## config.mk

```make
export PLATFORM = sky130hd
export DESIGN_NAME = key_click_decoder
export DESIGN_NICKNAME = d
export VERILOG_FILES = /design/src/rtl/key_pkg.sv /design/src/rtl/key_click_decoder.sv
export SDC_FILE = /design/constraint.sdc
export NUM_CORES = 1
export LEC_CHECK = 0
export ABC_AREA = 1
export CAP_MARGIN = 20
export CORE_MARGIN = 10
export CORE_UTILIZATION = 50
export DETAILED_ROUTE_END_ITERATION = 7
export PLACE_DENSITY = 0.7
export SLEW_MARGIN = 20
export SYNTH_ARGS = -nofsm -noshare
export SYNTH_HDL_FRONTEND = slang
export SYNTH_SLANG_ARGS = --single-unit
```

## constraint.sdc

```tcl
create_clock -name sys_clk -period 1.9 [get_ports sys_clk]
set_input_delay 0.19 -clock sys_clk [delete_from_list [all_inputs] [get_ports sys_clk]]
set_output_delay 0.19 -clock sys_clk [all_outputs]
set_load 0.02 [all_outputs]
```

## src/rtl/key_pkg.sv

```systemverilog
// Shared constants for the key click decoder: state encoding and default sizes.
// CNT_WIN_SIM is the short window used by simulation builds.
package key_pkg;

    typedef enum logic [1:0] {
        IDLE  = 2'd0,
        WAIT  = 2'd1,
        WAIT2 = 2'd2
    } key_state_e;

    localparam int          CNT_W_DEF       = 24;
    localparam logic [23:0] CNT_WIN_MAX_DEF = 24'd14_999_999;
    localparam int          EVT_CNT_W_DEF   = 8;
    localparam logic [23:0] CNT_WIN_SIM     = 24'd19;

endpackage

```

## src/rtl/key_click_decoder.sv

```systemverilog
// Classifies debounced key presses into single/double click pulses.
// Define KEY_TRIPLE_CLICK_EN to add a WAIT2 state and a triple_click output.
module key_click_decoder
    import key_pkg::*;
#(
    parameter int                CNT_W       = CNT_W_DEF,
    parameter logic [CNT_W-1:0]  CNT_WIN_MAX = CNT_WIN_MAX_DEF,
    parameter int                EVT_CNT_W   = EVT_CNT_W_DEF
) (
    input  logic                 sys_clk,
    input  logic                 sys_rst,
    input  logic                 key_flag,
    output logic                 single_click,
    output logic                 double_click,
`ifdef KEY_TRIPLE_CLICK_EN
    output logic                 triple_click,
`endif
    output logic                 busy,
    output logic [EVT_CNT_W-1:0] evt_cnt
);

    localparam logic [CNT_W-1:0]     TIMER_ONE = 1;
    localparam logic [EVT_CNT_W-1:0] EVT_ONE   = 1;

    key_state_e       state;
    key_state_e       state_nxt;
    logic [CNT_W-1:0] timer;
    logic [CNT_W-1:0] timer_nxt;
    logic             at_max;
    logic             single_nxt;
    logic             double_nxt;
    logic             evt_inc;
`ifdef KEY_TRIPLE_CLICK_EN
    logic             triple_nxt;
`endif

    assign at_max = (timer == CNT_WIN_MAX);

    // A press always beats the timeout when both land on the last window cycle.
    always_comb begin
        state_nxt  = state;
        timer_nxt  = '0;
        single_nxt = 1'b0;
        double_nxt = 1'b0;
`ifdef KEY_TRIPLE_CLICK_EN
        triple_nxt = 1'b0;
`endif
        unique case (state)
            IDLE: begin
                if (key_flag) begin
                    state_nxt = WAIT;
                end
            end
            WAIT: begin
                if (key_flag) begin
`ifdef KEY_TRIPLE_CLICK_EN
                    state_nxt  = WAIT2;
`else
                    state_nxt  = IDLE;
                    double_nxt = 1'b1;
`endif
                end else if (at_max) begin
                    state_nxt  = IDLE;
                    single_nxt = 1'b1;
                end else begin
                    timer_nxt  = timer + TIMER_ONE;
                end
            end
`ifdef KEY_TRIPLE_CLICK_EN
            WAIT2: begin
                if (key_flag) begin
                    state_nxt  = IDLE;
                    triple_nxt = 1'b1;
                end else if (at_max) begin
                    state_nxt  = IDLE;
                    double_nxt = 1'b1;
                end else begin
                    timer_nxt  = timer + TIMER_ONE;
                end
            end
`endif
            default: begin
                state_nxt = IDLE;
            end
        endcase
    end

`ifdef KEY_TRIPLE_CLICK_EN
    assign evt_inc = single_nxt | double_nxt | triple_nxt;
`else
    assign evt_inc = single_nxt | double_nxt;
`endif

    always_ff @(posedge sys_clk) begin
        if (sys_rst) begin
            state        <= IDLE;
            timer        <= '0;
            single_click <= 1'b0;
            double_click <= 1'b0;
`ifdef KEY_TRIPLE_CLICK_EN
            triple_click <= 1'b0;
`endif
            busy         <= 1'b0;
            evt_cnt      <= '0;
        end else begin
            state        <= state_nxt;
            timer        <= timer_nxt;
            single_click <= single_nxt;
            double_click <= double_nxt;
`ifdef KEY_TRIPLE_CLICK_EN
            triple_click <= triple_nxt;
`endif
            busy         <= (state_nxt != IDLE);
            if (evt_inc) begin
                evt_cnt <= evt_cnt + EVT_ONE;
            end
        end
    end

endmodule

```

==> impl_metrics.xml, run 1 <==
<?xml version="1.0" encoding="UTF-8"?>
<metrics>
  <group name="timing">
    <metric name="final_min_period_over_clock_period" unit="%">84.9</metric>
    <metric name="post-route-min-period" unit="ps">1610</metric>
    <metric name="slew_violations" unit="">0</metric>
    <metric name="peak_clock_frequency_supported_by_timing" unit="MHz">620</metric>
    <metric name="unrepaired_setup_endpoints_after_global_routing" unit="">no</metric>
    <metric name="worst_clock_skew" unit="ps">8.42</metric>
    <metric name="timing.final.hold_violations" unit="">0</metric>
    <metric name="fin_hold_ws" unit="ps">449</metric>
    <metric name="finalSetupTns" unit="ps">0</metric>
    <metric name="timing.final.setup_violations" unit="">0</metric>
    <metric name="final_critical_path_setup_slack" unit="ps">286</metric>
  </group>
  <group name="power">
    <metric name="combPwrFrac" unit="%">3.0</metric>
    <metric name="share_seq_of_total_power" unit="%">55.9</metric>
    <metric name="finalPower" unit="mW">1.40</metric>
    <metric name="switching_share" unit="%">22.1</metric>
    <metric name="netSwitchingPower" unit="uW">309</metric>
    <metric name="cell_internal_pwr" unit="mW">1.09</metric>
    <metric name="clkPwrFrac" unit="%">41.0</metric>
    <metric name="pwr_density_cell" unit="nW/um^2">614</metric>
    <metric name="worst_ir_drop_vdd" unit="uV">518</metric>
    <metric name="power_leakage" unit="nW">0.772</metric>
  </group>
  <group name="cts">
    <metric name="hold_bufs_at_cts" unit="">0</metric>
    <metric name="cts_tree" unit="">yes</metric>
    <metric name="cts-resized-gates" unit="">0</metric>
    <metric name="clock_path_buffers" unit="">2</metric>
    <metric name="h_tree_level_count" unit="">2</metric>
    <metric name="clock_sinks" unit="">37</metric>
    <metric name="clk_pin_slew_worst_paths" unit="ps">70</metric>
    <metric name="clock_latency" unit="ps">290</metric>
    <metric name="clk_root_buffer_cell" unit="">clkbuf_8</metric>
    <metric name="cts.repair_timing.setup_buffer_count" unit="">0</metric>
    <metric name="cts_buffers" unit="">5</metric>
  </group>
  <group name="floorplan">
    <metric name="die_height" unit="microns">83.0</metric>
    <metric name="std_cell_rows" unit="">22</metric>
    <metric name="die_area" unit="sq um">6900</metric>
    <metric name="die_width" unit="microns">83.0</metric>
    <metric name="top_level_ports" unit="">14</metric>
    <metric name="initial_utilization" unit="%">53.1</metric>
    <metric name="placeableCoreArea" unit="sq um">3740</metric>
  </group>
  <group name="worst_setup_path">
    <metric name="critical_path_start_type" unit="">flip-flop</metric>
    <metric name="worst_r2r_endpoint" unit="">timer[10]</metric>
    <metric name="crit_type" unit="">reg2reg</metric>
    <metric name="worstPathMaxFanout" unit="">14</metric>
    <metric name="worst_ep_required_time" unit="ps">2110</metric>
    <metric name="regToRegStartpoint" unit="">timer[0]</metric>
    <metric name="worstSetupEndpointType" unit="">flip-flop</metric>
    <metric name="r2r_slack" unit="ps">290</metric>
    <metric name="worstRegToRegCells" unit="">7</metric>
    <metric name="arrival_time_of_the_worst_setup_path" unit="ps">1830</metric>
  </group>
  <group name="global_routing">
    <metric name="met3_usage" unit="%">4.30</metric>
    <metric name="grt_pass1_wl" unit="microns">6940</metric>
    <metric name="grtUsageMet1" unit="%">12.9</metric>
    <metric name="grt_usage" unit="%">11.7</metric>
    <metric name="grt-ovfl-total" unit="">0</metric>
    <metric name="grt_start_max_net_pins" unit="">15</metric>
    <metric name="grt_pass1_vias" unit="">1613</metric>
    <metric name="grt_use_met2" unit="%">19.6</metric>
    <metric name="top_usage_layer" unit="">met2</metric>
    <metric name="antenna_found_initial" unit="">0</metric>
  </group>
  <group name="hold_path">
    <metric name="path_type_of_the_worst_min_delay_path" unit="">reg2reg</metric>
    <metric name="min_delay_path_depth" unit="">1</metric>
    <metric name="min_delay_worst_endpoint" unit="">timer[0]</metric>
    <metric name="worstHoldStart" unit="">timer[0]</metric>
  </group>
  <group name="yosys">
    <metric name="synth-seq-cells" unit="">37</metric>
    <metric name="synth_top_area_share" unit="%">37.3</metric>
    <metric name="synthCells" unit="">268</metric>
    <metric name="post_synth_num_cell_types" unit="">34</metric>
    <metric name="synth.yosys.seq_area_share" unit="%">37.3</metric>
    <metric name="synth_edf_count" unit="">0</metric>
    <metric name="syn-mean-instance-area" unit="sq um">7.41</metric>
    <metric name="ys.flop_type" unit="">dfxtp_1</metric>
    <metric name="yosysTopAreaCell" unit="">dfxtp_1</metric>
    <metric name="syn-cell-area" unit="sq um">1990</metric>
    <metric name="mapped_nets" unit="">273</metric>
    <metric name="synth_async_sr_flop_share" unit="%">0</metric>
    <metric name="ys_warn_count" unit="">0</metric>
    <metric name="post_synth_main_area_contributors" unit="">dfxtp_1, nand2_1, nor2_1</metric>
  </group>
  <group name="placed_design">
    <metric name="worst_slack_at_placement" unit="ps">291</metric>
    <metric name="placement.io_buffers" unit="">13</metric>
    <metric name="detailed_place_hpwl" unit="microns">3160</metric>
    <metric name="gp_congestion" unit="">0.900</metric>
    <metric name="dpl_cells" unit="">328</metric>
  </group>
  <group name="layout">
    <metric name="finalNonFillerCells" unit="">336</metric>
    <metric name="drive_above_1_share" unit="%">16.3</metric>
    <metric name="final_nets" unit="">292</metric>
    <metric name="area_growth" unit="%">14.7</metric>
    <metric name="insertedDiodeCount" unit="">0</metric>
  </group>
  <group name="detailed_routing">
    <metric name="detailed_route_drc_error_count" unit="">0</metric>
    <metric name="wire_per_inst" unit="microns">11.7</metric>
    <metric name="first_iter_violations" unit="">58</metric>
    <metric name="drt_first_pass_iters" unit="">4</metric>
    <metric name="drt_wl_total" unit="microns">3940</metric>
    <metric name="detail_route.vias_per_cell" unit="">5.13</metric>
    <metric name="num_vias" unit="">1723</metric>
    <metric name="final_antenna_net_count" unit="">0</metric>
  </group>
  <group name="status">
    <metric name="status" unit="">finished, final reports clean</metric>
  </group>
  <group name="job">
    <metric name="maxCapViolations" unit="">0</metric>
  </group>
</metrics>
metal layers:
layer,up-vias,routed length [microns],share of wire [%]
li1,902,-,-
met1,793,1750,44
met3,6,181,4.6
met2,22,1930,49
met4,0,87,2.2
met5,-,0,0
placed cells by master (no fill, tap or decap), types with 3 or more instances in the layout:
cell              n
nand3b_1          3
dfxtp_1          37
nor2_2            4
nor3_2            3
inv_2             3
nor3_1            8
xnor2_1           4
a21oi_2           8
a21oi_1           9
xor2_1            5
clkbuf_8          6
clkdlybuf4s50_1  13
nand2_1          58
nor2_1           41
nand3_2           8
inv_1            31
nand3_1          12
nand4_1           7
how the worst max path moves through the flow:
stage,startpoint,endpoint,slack (ps),depth (start not counted)
detailed placement,timer[0],timer[10],290,7
CTS,timer[0],timer[10],270,7
global placement,timer[0],timer[6],320,7
floorplan,timer[0],evt_cnt[2],450,8
finish,timer[0],timer[10],290,7
global route,timer[0],timer[7],160,7
registers in the layout (all words and copies together) (netlist names):
name          flops
timer            24
evt_cnt           8
state             2
busy              1
double_click      1
single_click      1
Yosys cell counts (3+ instances only):
cell	count
a21oi_1	9
a21oi_2	8
dfxtp_1	37
inv_1	31
inv_2	3
nand2_1	58
nand3_1	12
nand3_2	8
nand3b_1	3
nand4_1	7
nor2_1	41
nor2_2	4
nor3_1	8
nor3_2	3
xnor2_1	4
xor2_1	5
kinds of logic after synthesis:
group / after synthesis / synth area share [%]
and+or+nand+nor: 156 / 41.1
DFF: 37 / 37.3
AOI/OAI and AO/OA: 25 / 8.31
adders and majority gates: 2 / 1.26
other: 1 / 0.189
xor gates and xnor gates: 9 / 3.97
buffers and inverters: 38 / 7.93
stage by stage:
stage	utilization (%)	cell area [sq um]
after floorplan	-	1990
after global placement	58.3	2180
after detailed placement	58.3	2180
after CTS	60.9	2280
after global routing	60.9	2280
final	60.9	2280
area by class of cell:
| cell class | count | area (sq um) |
|---|---|---|
| Clock inverter | 2 | 13.8 |
| Clock buffer | 6 | 82.6 |
| Sequential cell | 37 | 741 |
| Fill cell | 359 | 1470 |
| Tap cell | 48 | 60.1 |
| Multi-Input combinational cell | 193 | 1090 |
| Inverter | 34 | 128 |
| Timing Repair Buffer | 16 | 165 |
critical path, stage by stage (launching register included):
cell	delay, ps
dfxtp_1	330
ha_1	270
nand3_4	170
nor2_4	60
nand3_4	110
nand4_2	230
buf_12	240
nor3_1	120
power by group through the flow:
| stage | clock (mW) | combinational (mW) | sequential, mW |
|---|---|---|---|
| after floorplan | 0 | 0.0263 | 0.802 |
| after global placement | 0 | 0.0430 | 0.800 |
| after detailed placement | 0 | 0.0432 | 0.800 |
| after CTS | 0.596 | 0.0432 | 0.782 |
| after global routing | 0.619 | 0.0468 | 0.783 |
| final | 0.574 | 0.0425 | 0.782 |
Power figures use the tool's default switching activity.
==> run 2, diff against run 1 <==
PLACE_DENSITY = 0.72   (was 0.7)
clock period = 1.41 ns   (was 1.9 ns; I/O delays follow)
==> run 2 against run 1 <==
  * Routed wire length increased by 39%
  * Total power increased by 50%
  * The flow now finishes with violations (setup timing)
  * Largest cell class unchanged
  * Global-route usage increased by 1.7 points
==> impl_metrics.xml, run 2 (synthesis gave the netlist of run 1 again) <==
<?xml version="1.0" encoding="UTF-8"?>
<metrics>
  <group name="timing">
    <metric name="timing.final.hold_violations" unit="">0</metric>
    <metric name="final_critical_path_setup_slack" unit="ps">-160</metric>
    <metric name="slew_violations" unit="">0</metric>
    <metric name="final_min_period_over_clock_period" unit="%">111</metric>
    <metric name="post-route-min-period" unit="ps">1570</metric>
    <metric name="fin_hold_ws" unit="ps">432</metric>
    <metric name="unrepaired_setup_endpoints_after_global_routing" unit="">yes</metric>
    <metric name="worst_clock_skew" unit="ps">5.86</metric>
    <metric name="timing.final.setup_violations" unit="">19</metric>
    <metric name="peak_clock_frequency_supported_by_timing" unit="MHz">637</metric>
  </group>
  <group name="hold_path">
    <metric name="path_type_of_the_worst_min_delay_path" unit="">in2reg</metric>
    <metric name="min_delay_worst_endpoint" unit="">single_click</metric>
    <metric name="worstHoldStart" unit="">key_flag</metric>
    <metric name="min_delay_path_depth" unit="">2</metric>
  </group>
  <group name="worst_setup_path">
    <metric name="critical_path_start_type" unit="">flip-flop</metric>
    <metric name="crit_path_top_delay_cell" unit="">dfxtp_2</metric>
    <metric name="critPathMaxStageDelay" unit="ps">350</metric>
    <metric name="worstRegToRegCells" unit="">8</metric>
    <metric name="critPathBufInv" unit="">3</metric>
    <metric name="arrival_time_of_the_worst_setup_path" unit="ps">1770</metric>
    <metric name="worst_r2r_endpoint" unit="">timer[10]</metric>
    <metric name="critical_path.top_delay_family" unit="">simple AND/OR/NAND/NOR gates</metric>
    <metric name="crit_type" unit="">reg2reg</metric>
    <metric name="timing.critical_path.cells" unit="">buf_6 &gt; buf_4 &gt; nand2_1 &gt; nor2_1 &gt; nand2_1 &gt; inv_1 &gt; a21oi_1 &gt; nor3_1</metric>
    <metric name="worstSetupEndpointType" unit="">flip-flop</metric>
    <metric name="worst_ep_required_time" unit="ps">1610</metric>
    <metric name="regToRegStartpoint" unit="">timer[6]</metric>
    <metric name="path_common_cell" unit="">nand2_1</metric>
    <metric name="worstPathMaxFanout" unit="">5</metric>
    <metric name="r2r_slack" unit="ps">-160</metric>
  </group>
  <group name="cts">
    <metric name="clk_root_buffer_cell" unit="">clkbuf_8</metric>
    <metric name="cts_buffers" unit="">5</metric>
    <metric name="clock_latency" unit="ps">290</metric>
    <metric name="cts_tree" unit="">yes</metric>
    <metric name="h_tree_level_count" unit="">2</metric>
    <metric name="clk_pin_slew_worst_paths" unit="ps">80</metric>
    <metric name="clock_sinks" unit="">37</metric>
    <metric name="clock_path_buffers" unit="">2</metric>
  </group>
  <group name="layout">
    <metric name="top_register" unit="">timer</metric>
    <metric name="insertedDiodeCount" unit="">0</metric>
    <metric name="mostFrequentLayoutCell" unit="">nand2_1</metric>
    <metric name="final_nets" unit="">325</metric>
    <metric name="stdcell_area" unit="sq um">2880</metric>
    <metric name="area_growth" unit="%">44.7</metric>
    <metric name="drive_above_1_share" unit="%">44.5</metric>
    <metric name="post-route-util" unit="%">76.8</metric>
    <metric name="most_used_cells_in_the_layout_excluding_fill_and_tap_cells" unit="">nand2_1, buf_4, inv_1</metric>
    <metric name="largest_reg_flops" unit="">24</metric>
    <metric name="largest_registers" unit="">timer x24, evt_cnt x8, state x2</metric>
  </group>
  <group name="status">
    <metric name="status" unit="">complete, but fails checks</metric>
    <metric name="failed_checks" unit="">setup timing</metric>
  </group>
  <group name="power">
    <metric name="pwr_density_cell" unit="nW/um^2">732</metric>
    <metric name="finalPower" unit="mW">2.10</metric>
    <metric name="worst_ir_drop_vdd" unit="uV">585</metric>
    <metric name="power_leakage" unit="nW">1.08</metric>
  </group>
  <group name="detailed_routing">
    <metric name="drt_wl_total" unit="microns">5490</metric>
    <metric name="final_antenna_net_count" unit="">0</metric>
    <metric name="first_iter_violations" unit="">77</metric>
    <metric name="num_vias" unit="">1977</metric>
    <metric name="drt_first_pass_iters" unit="">4</metric>
    <metric name="detail_route.vias_per_cell" unit="">5.36</metric>
    <metric name="wire_per_inst" unit="microns">14.9</metric>
    <metric name="detailed_route_drc_error_count" unit="">0</metric>
  </group>
  <group name="floorplan">
    <metric name="std_cell_rows" unit="">22</metric>
    <metric name="initial_utilization" unit="%">53.1</metric>
    <metric name="placeableCoreArea" unit="sq um">3740</metric>
    <metric name="top_level_ports" unit="">14</metric>
    <metric name="die_width" unit="microns">83.0</metric>
    <metric name="die_height" unit="microns">83.0</metric>
    <metric name="die_area" unit="sq um">6900</metric>
  </group>
  <group name="global_routing">
    <metric name="grt_usage" unit="%">13.4</metric>
    <metric name="grt-ovfl-total" unit="">0</metric>
    <metric name="antenna_found_initial" unit="">0</metric>
    <metric name="grt_pass1_vias" unit="">1772</metric>
    <metric name="grt_start_max_net_pins" unit="">16</metric>
    <metric name="grt_pass1_wl" unit="microns">7960</metric>
  </group>
  <group name="placed_design">
    <metric name="detailed_place_hpwl" unit="microns">3550</metric>
    <metric name="gp_congestion" unit="">0.872</metric>
    <metric name="placement.io_buffers" unit="">13</metric>
    <metric name="dpl-instance-area" unit="sq um">2370</metric>
  </group>
  <group name="job">
    <metric name="maxCapViolations" unit="">0</metric>
  </group>
</metrics>
-- run 2: cell count changes in the layout (fill, tap and decap cells not counted), sizes merged --
cell,before,now
buf,3,34
clkdlybuf4s50,13,5
dlygate4sd2,0,8
clkinv,2,0
bufinv,0,1
clkbuf,6,7
clkinvlp,0,1
nand2,62,63
-- run 2: layout make-up --
| cell class | count | area (sq um) |
|---|---|---|
| repair buffers | 48 | 424 |
| clock buffers | 6 | 82.6 |
| inverters | 34 | 128 |
| multi-input cells | 194 | 1390 |
| well taps | 48 | 60.1 |
| flip-flops and latches | 37 | 754 |
| fillers | 265 | 868 |
| clock inverters | 2 | 37.5 |
-- run 2: power breakdown --
part           leakage, nW  switching [mW]  total [mW]  internal [mW]
clock network       0.0574           0.393       0.968          0.575
registers            0.304         0.00626        1.06           1.05
logic                0.722          0.0493      0.0791         0.0298
-- run 2: worst max path at each step --
| stage | slack [ps] | depth (start not counted) | to | start |
|---|---|---|---|---|
| 6_report | -160 | 8 | timer[10] | timer[6] |
| 5_1_grt | -250 | 7 | timer[10] | timer[1] |
| 4_1_cts | 3 | 7 | timer[13] | timer[3] |
| 3_5_place_dp | -40 | 8 | timer[13] | timer[7] |
| 3_3_place_gp | -30 | 7 | timer[13] | timer[3] |
| 2_1_floorplan | 30 | 8 | evt_cnt[2] | timer[0] |
-- run 2: per-stage QoR --
step | TNS [ps] | cells | worst slack, ps
CTS | 0 | 361 | 2.57
global placement | -35.2 | 352 | -34.0
floorplan | 0 | 268 | 30.4
global route | -2430 | 369 | -251
finish | -438 | 369 | -160
detailed placement | -292 | 352 | -40.3
-- run 2: routing by layer --
| layer | up-vias | global-route usage (%) | part of all wire (%) |
|---|---|---|---|
| li1 | 968 | - | - |
| met1 | 928 | 15.5 | 39 |
| met2 | 63 | 22.7 | 52 |
| met3 | 18 | 4.10 | 5.6 |
| met4 | 0 | 4.62 | 3.6 |
| met5 | - | 0 | 0 |
-- run 2: timing repair --
action,CTS,global route
gates resized for setup,15,80
setup buffers,0,7
endpoints found under the setup margin,41,34
cloned,1,1
hold buffers,0,0
pin swaps,2,24
